<file path="src/rtl/uart_cmd_pkg.sv">
// Shared constants, state encoding and helpers for the UART command parser.
package uart_cmd_pkg;

  localparam logic [7:0]  SYNC_BYTE   = 8'hA5;
  localparam int unsigned MAX_LEN_DEF = 16;
  localparam int unsigned CNT_W       = 8;

  typedef enum logic [2:0] {
    ST_HUNT = 3'd0,
    ST_LEN  = 3'd1,
    ST_DATA = 3'd2,
    ST_CHK  = 3'd3,
    ST_HOLD = 3'd4
  } state_t;

  // Increment that sticks at all-ones instead of wrapping.
  function automatic logic [CNT_W-1:0] sat_inc(input logic [CNT_W-1:0] v);
    return (v == {CNT_W{1'b1}}) ? v : v + CNT_W'(1);
  endfunction

endpackage

</file>
<file path="src/rtl/uart_byte_fetch.sv">
// Pop/capture handshake towards the RX FIFO.
// Ports:
//   clk, rst       clock, async active-high reset
//   want           consumer will accept a byte at the end of the current cycle
//   rx_fifo_empty  FIFO holds no data
//   rx_byte        FIFO read data, valid the cycle after a pop
//   rx_fifo_pop    registered one-cycle pop pulse
//   byte_strobe    registered; high in the cycle the popped byte is on data_c
//   data_c         byte to capture while byte_strobe is high
module uart_byte_fetch (
  input  logic       clk,
  input  logic       rst,
  input  logic       want,
  input  logic       rx_fifo_empty,
  input  logic [7:0] rx_byte,
  output logic       rx_fifo_pop,
  output logic       byte_strobe,
  output logic [7:0] data_c
);

  assign data_c = rx_byte;

  // A pop is never issued in the cycle right after a pop, so at most one
  // byte is in flight and the FIFO sees one pop per two cycles at best.
  always_ff @(posedge clk or posedge rst) begin
    if (rst) begin
      rx_fifo_pop <= 1'b0;
      byte_strobe <= 1'b0;
    end else begin
      rx_fifo_pop <= want && !rx_fifo_empty && !rx_fifo_pop;
      byte_strobe <= rx_fifo_pop;
    end
  end

endmodule

</file>
<file path="src/rtl/uart_cmd_parser.sv">
// Framed command parser: SYNC 0xA5, LEN, LEN payload bytes, CHK (XOR of LEN
// and payload). A good frame is held for the consumer until pkt_ack.
// Ports:
//   clk, rst                 clock, async active-high reset
//   rx_byte, rx_fifo_empty   RX FIFO read side
//   rx_fifo_pop              registered pop pulse
//   pkt_valid, pkt_len       held frame status and payload length
//   pkt_rd_addr/pkt_rd_data  combinational payload read port
//   pkt_ack                  consumer releases the held frame
//   chk_err_cnt, len_err_cnt, tmo_cnt  saturating error counters
module uart_cmd_parser
  import uart_cmd_pkg::*;
#(
  parameter  int unsigned MAX_LEN     = MAX_LEN_DEF,
  parameter  int unsigned TIMEOUT_CYC = 100000,
  localparam int unsigned AW          = (MAX_LEN > 1) ? $clog2(MAX_LEN) : 1,
  localparam int unsigned TW          = $clog2(TIMEOUT_CYC + 1)
) (
  input  logic             clk,
  input  logic             rst,
  input  logic [7:0]       rx_byte,
  input  logic             rx_fifo_empty,
  output logic             rx_fifo_pop,
  output logic             pkt_valid,
  output logic [7:0]       pkt_len,
  input  logic [AW-1:0]    pkt_rd_addr,
  output logic [7:0]       pkt_rd_data,
  input  logic             pkt_ack,
  output logic [CNT_W-1:0] chk_err_cnt,
  output logic [CNT_W-1:0] len_err_cnt,
  output logic [CNT_W-1:0] tmo_cnt
);

  state_t          state_q, state_d;
  logic [7:0]      len_q;
  logic [7:0]      xor_q;
  logic [AW-1:0]   idx_q;
  logic [TW-1:0]   tmo_q;
  logic [7:0]      payload_q [MAX_LEN];

  logic            want_c;
  logic            byte_strobe;
  logic [7:0]      byte_c;
  logic            active_c;
  logic            tmo_hit_c;
  logic            load_len_c;
  logic            wr_data_c;
  logic            len_err_c;
  logic            chk_err_c;
  logic            tmo_err_c;

  // Fetch is driven from the next state so a new pop can start in the same
  // edge that consumes the previous byte.
  assign want_c = (state_d != ST_HOLD);

  uart_byte_fetch u_fetch (
    .clk           (clk),
    .rst           (rst),
    .want          (want_c),
    .rx_fifo_empty (rx_fifo_empty),
    .rx_byte       (rx_byte),
    .rx_fifo_pop   (rx_fifo_pop),
    .byte_strobe   (byte_strobe),
    .data_c        (byte_c)
  );

  // Gap timer only runs mid-frame; a captured byte wins over expiry.
  assign active_c  = state_q inside {ST_LEN, ST_DATA, ST_CHK};
  assign tmo_hit_c = active_c && !byte_strobe && (tmo_q == TW'(TIMEOUT_CYC - 1));

  // Next-state and per-byte actions.
  always_comb begin
    state_d    = state_q;
    load_len_c = 1'b0;
    wr_data_c  = 1'b0;
    len_err_c  = 1'b0;
    chk_err_c  = 1'b0;
    tmo_err_c  = 1'b0;
    unique case (state_q)
      ST_HUNT: begin
        if (byte_strobe && byte_c == SYNC_BYTE) state_d = ST_LEN;
      end
      ST_LEN: begin
        if (byte_strobe) begin
          if (byte_c == 8'h00 || 32'(byte_c) > MAX_LEN) begin
            len_err_c = 1'b1;
            state_d   = ST_HUNT;
          end else begin
            load_len_c = 1'b1;
            state_d    = ST_DATA;
          end
        end else if (tmo_hit_c) begin
          tmo_err_c = 1'b1;
          state_d   = ST_HUNT;
        end
      end
      ST_DATA: begin
        if (byte_strobe) begin
          wr_data_c = 1'b1;
          if (idx_q == AW'(len_q - 8'd1)) state_d = ST_CHK;
        end else if (tmo_hit_c) begin
          tmo_err_c = 1'b1;
          state_d   = ST_HUNT;
        end
      end
      ST_CHK: begin
        if (byte_strobe) begin
          if (byte_c == xor_q) begin
            state_d = ST_HOLD;
          end else begin
            chk_err_c = 1'b1;
            state_d   = ST_HUNT;
          end
        end else if (tmo_hit_c) begin
          tmo_err_c = 1'b1;
          state_d   = ST_HUNT;
        end
      end
      ST_HOLD: begin
        if (pkt_ack) state_d = ST_HUNT;
      end
      default: state_d = ST_HUNT;
    endcase
  end

  // State, frame bookkeeping and counters.
  always_ff @(posedge clk or posedge rst) begin
    if (rst) begin
      state_q     <= ST_HUNT;
      pkt_valid   <= 1'b0;
      pkt_len     <= 8'h00;
      len_q       <= 8'h00;
      xor_q       <= 8'h00;
      idx_q       <= '0;
      tmo_q       <= '0;
      chk_err_cnt <= '0;
      len_err_cnt <= '0;
      tmo_cnt     <= '0;
    end else begin
      state_q   <= state_d;
      pkt_valid <= (state_d == ST_HOLD);
      if (state_q == ST_CHK && state_d == ST_HOLD) pkt_len <= len_q;
      if (load_len_c) begin
        len_q <= byte_c;
        xor_q <= byte_c;
        idx_q <= '0;
      end else if (wr_data_c) begin
        xor_q <= xor_q ^ byte_c;
        idx_q <= idx_q + AW'(1);
      end
      if (!active_c || byte_strobe || tmo_hit_c) tmo_q <= '0;
      else                                      tmo_q <= tmo_q + TW'(1);
      if (chk_err_c) chk_err_cnt <= sat_inc(chk_err_cnt);
      if (len_err_c) len_err_cnt <= sat_inc(len_err_cnt);
      if (tmo_err_c) tmo_cnt     <= sat_inc(tmo_cnt);
    end
  end

  // Payload storage; contents are don't-care outside a held frame.
  always_ff @(posedge clk) begin
    if (wr_data_c) payload_q[idx_q] <= byte_c;
  end

  assign pkt_rd_data = (32'(pkt_rd_addr) < MAX_LEN) ? payload_q[pkt_rd_addr] : 8'h00;

endmodule
</file>
<file path="config.mk">
export PLATFORM = sky130hd
export DESIGN_NAME = uart_cmd_parser
export DESIGN_NICKNAME = d
export VERILOG_FILES = /design/src/rtl/uart_cmd_pkg.sv /design/src/rtl/uart_byte_fetch.sv /design/src/rtl/uart_cmd_parser.sv
export SDC_FILE = /design/constraint.sdc
export NUM_CORES = 1
export LEC_CHECK = 0
export CAP_MARGIN = 20
export CORE_MARGIN = 5
export CORE_UTILIZATION = 35
export DETAILED_ROUTE_END_ITERATION = 7
export GPL_TIMING_DRIVEN = 0
export SYNTH_ARGS = -nofsm -noshare
export SYNTH_HDL_FRONTEND = slang
export SYNTH_SLANG_ARGS = --single-unit
</file>
<file path="constraint.sdc">
create_clock -name clk -period 7.3 [get_ports clk]
set_input_delay 0.73 -clock clk [delete_from_list [all_inputs] [get_ports clk]]
set_output_delay 0.73 -clock clk [all_outputs]
set_load 0.02 [all_outputs]
</file>
==> results of run 1 <==
per-stage QoR:
stage	std cells	setup slack (ns)	utilization [%]	hold slack (ns)	instance area, sq um
final	961	3.09	42.4	0.448	10200
after global routing	961	2.99	42.4	0.476	10200
after CTS	961	3.06	42.4	0.452	10200
after detailed placement	921	3.06	39.4	0.436	9500
after global placement	916	3.13	39.2	0.431	9450
after floorplan	538	4.26	-	0.440	8510
critical path, cell delays in order:
cell and delay [ns]:
clkdlybuf4s50_1 0.60, clkbuf_1 0.62, mux4_2 0.46, mux4_2 0.50, clkdlybuf4s50_1 0.57
layout by cell type (no fill, tap or decap), drive strengths merged, types with 21 or more instances in the layout:
master,netlist,layout
edfxtp,128,128
nand2,28,28
nand4,21,21
xor2,24,24
xnor2,31,31
mux4,40,40
clkbuf,12,41
clkdlybuf4s50,0,54
nor2,52,52
dfrtp,75,75
logic make-up (layout without fill, tap and decap cells):
| logic type | Yosys count | count (layout) | synth area share (%) |
|---|---|---|---|
| flip-flops | 203 | 203 | 67.2 |
| AND/OR/NAND/NOR | 161 | 161 | 10.1 |
| XOR/XNOR | 55 | 55 | 5.66 |
| multiplexers | 53 | 53 | 12.3 |
| buffers and inverters | 37 | 136 | 1.76 |
| AO/OA/AOI/OAI | 20 | 20 | 1.65 |
| adder cells (fa/ha/maj) | 9 | 9 | 1.32 |
final timing paths:
path / start / to / slack (ns) / depth (start not counted)
worst min-delay path: u_fetch.rx_fifo_pop / u_fetch.byte_strobe / 0.45 / 0
worst max-delay path: pkt_rd_addr[1] / pkt_rd_data[0] / 3.09 / 5
worst max register to register: state_q[0] / payload_q[4][6] / 4.49 / 6
worst min register to register: u_fetch.rx_fifo_pop / u_fetch.byte_strobe / 0.45 / 0
min in group asynchronous: rst / idx_q[1] / 0.57 / 2
max in group asynchronous: rst / state_q[0] / 6.16 / 3
layout make-up:
| cell class | count | area, sq um | share of cell area [%] |
|---|---|---|---|
| Clock inverter | 11 | 110 | 1.08 |
| Multi-Input combinational cell | 298 | 2640 | 25.8 |
| Inverter | 13 | 51.3 | 0.502 |
| Tap cell | 324 | 405 | 3.97 |
| Clock buffer | 29 | 598 | 5.86 |
| Buffer | 24 | 101 | 0.993 |
| Timing Repair Buffer | 59 | 588 | 5.76 |
| Sequential cell | 203 | 5720 | 56.0 |
layer usage:
metal | track usage, % | up-vias | wire [microns]
li1 | - | 2194 | -
met1 | 16.9 | 2448 | 7790
met2 | 21.3 | 128 | 8680
met3 | 2.69 | 28 | 933
met4 | 3.26 | 0 | 378
met5 | 0 | - | 0
flip-flops by register name, summed over array words and instances, names as in the netlist:
name / cells
len_q: 8
len_err_cnt: 8
payload_q: 128
pkt_valid: 1
tmo_cnt: 8
u_fetch.byte_strobe: 1
state_q: 3
chk_err_cnt: 8
xor_q: 8
tmo_q: 17
idx_q: 4
pkt_len: 8
u_fetch.rx_fifo_pop: 1
power by group:
group | leakage, uW | switching [uW] | internal [uW]
Sequential | 0.00213 | 55.4 | 1290
Combinational | 0.00122 | 168 | 134
Clock | 0.000350 | 439 | 650
==> impl_metrics.json, run 1 <==
{
  "cp-end-kind": "output port",
  "fin_total_pwr_uw": 2730,
  "rsz0062_at_grt": "no",
  "yosys_warnings": 0,
  "route.detailed.drc": 0,
  "nets": 647,
  "numCtsBuffers": 23,
  "critical_path.max_fanout": 10,
  "die-width_microns": 166,
  "worstMarginPinSlew_ns": 0.861,
  "fin_crit_sh_pct": 57.7,
  "grt_pass1_vias": 5047,
  "wl_microns": 17800,
  "clockBufferDepth": 3,
  "synth_commonest_cells": "128 x edfxtp_1, 75 x dfrtp_1, 52 x nor2_1, 40 x mux4_2, 31 x xnor2_1",
  "grt_antenna_before_repair": 0,
  "final_max_slew_viol_count": 0,
  "grt_pass1_wl_microns": 28200,
  "antenna-diode-count": 0,
  "firstDrtPassIters": 4,
  "io_pins": 58,
  "synth_cell_types": 45,
  "cts_htree_levels": 1,
  "vdd_drop_max_mv": 0.150,
  "dp_hpwl_microns": 11900,
  "fillers": 2198,
  "cap_viol_max_count": 0,
  "clk_latency_ns": 0.50,
  "routed-via-count": 4798,
  "synth_top_area_share_pct": 45.2,
  "fin_skew_ns": 0.0161,
  "synth_edf_count": 128,
  "avgViaCountPerCell": 4.99,
  "syn_nets": 563,
  "syn_area_sq_mm": 0.00851,
  "clock-root-buffer": "clkbuf_16",
  "clk_pin_slew_ns": 0.05,
  "die-area_sq_mm": 0.0275,
  "status": "completed",
  "drt-initial-drc-count": 308,
  "synthFlopType": "edfxtp_1",
  "gp_congestion": 0.820,
  "critical_path_arrival_ns": 3.48,
  "ys_top_cells_by_area": "edfxtp_1 45%, dfrtp_1 22%, mux4_2 11%",
  "async_flop_share_pct": 36.9,
  "fin_tns_setup_ns": 0,
  "max_freq_mhz": 237,
  "finalHoldViolCount": 0,
  "synthToLayoutAreaGrowth_pct": 20.0,
  "period_minus_slack_ns": 4.21,
  "postCtsSetupRepairBufs": 0,
  "die_h_microns": 166,
  "start_util_pct": 35.3,
  "worstHoldPathType": "reg2reg",
  "cts-resized-gates": 0,
  "grt-ovfl-total": 0,
  "num_rows": 57,
  "synthCells": 538,
  "drive_above_1_share_pct": 17.1,
  "power_leakage_uw": 0.00371,
  "portBuffers": 54,
  "yosysSeqAreaShare_pct": 67.2,
  "hold_buffers": 0,
  "wl_per_cell_microns": 18.5,
  "crit_type": "in2out",
  "grt_use_total_pct": 12.7,
  "synth_most_common_cell": "edfxtp_1",
  "ant_nets": 0,
  "required_ns": 6.57,
  "start_kind": "primary input",
  "setup_viol": 0,
  "avgSynthCellArea_sq_um": 15.8,
  "powerDensity_mw_per_mm2": 268,
  "yosys_register_bits": 203,
  "maxSlewHeadroom_pct": 42.4,
  "cts_tree": "done",
  "synth_area_leader_cell": "edfxtp_1",
  "clock_sinks": 203,
  "coreArea_sq_mm": 0.0241,
  "grt_start_max_net_pins": 51
}
Power figures use the tool's default switching activity.
==> run 2, diff against run 1 <==
==> constraint.sdc (replaced) <==
create_clock -name clk -period 4 [get_ports clk]
set_input_delay 0.4 -clock clk [delete_from_list [all_inputs] [get_ports clk]]
set_output_delay 0.4 -clock clk [all_outputs]
set_load 0.02 [all_outputs]
==> results of run 2 <==
Same layout as run 1 (identical final DEF). Status: completed.
Main changes from that run: setup slack after placement 3.06 ns -> 0.418 ns; clock-pin slew on the worst setup and hold paths 0.05 ns -> 0.06 ns; setup slack after layout 3.09 ns -> 0.449 ns; hold slack 0.448 ns -> 0.243 ns; register-to-register setup slack 4.49 ns -> 1.19 ns; total power 2730 uW -> 4990 uW; worst IR drop on VDD 0.150 mV -> 0.274 mV
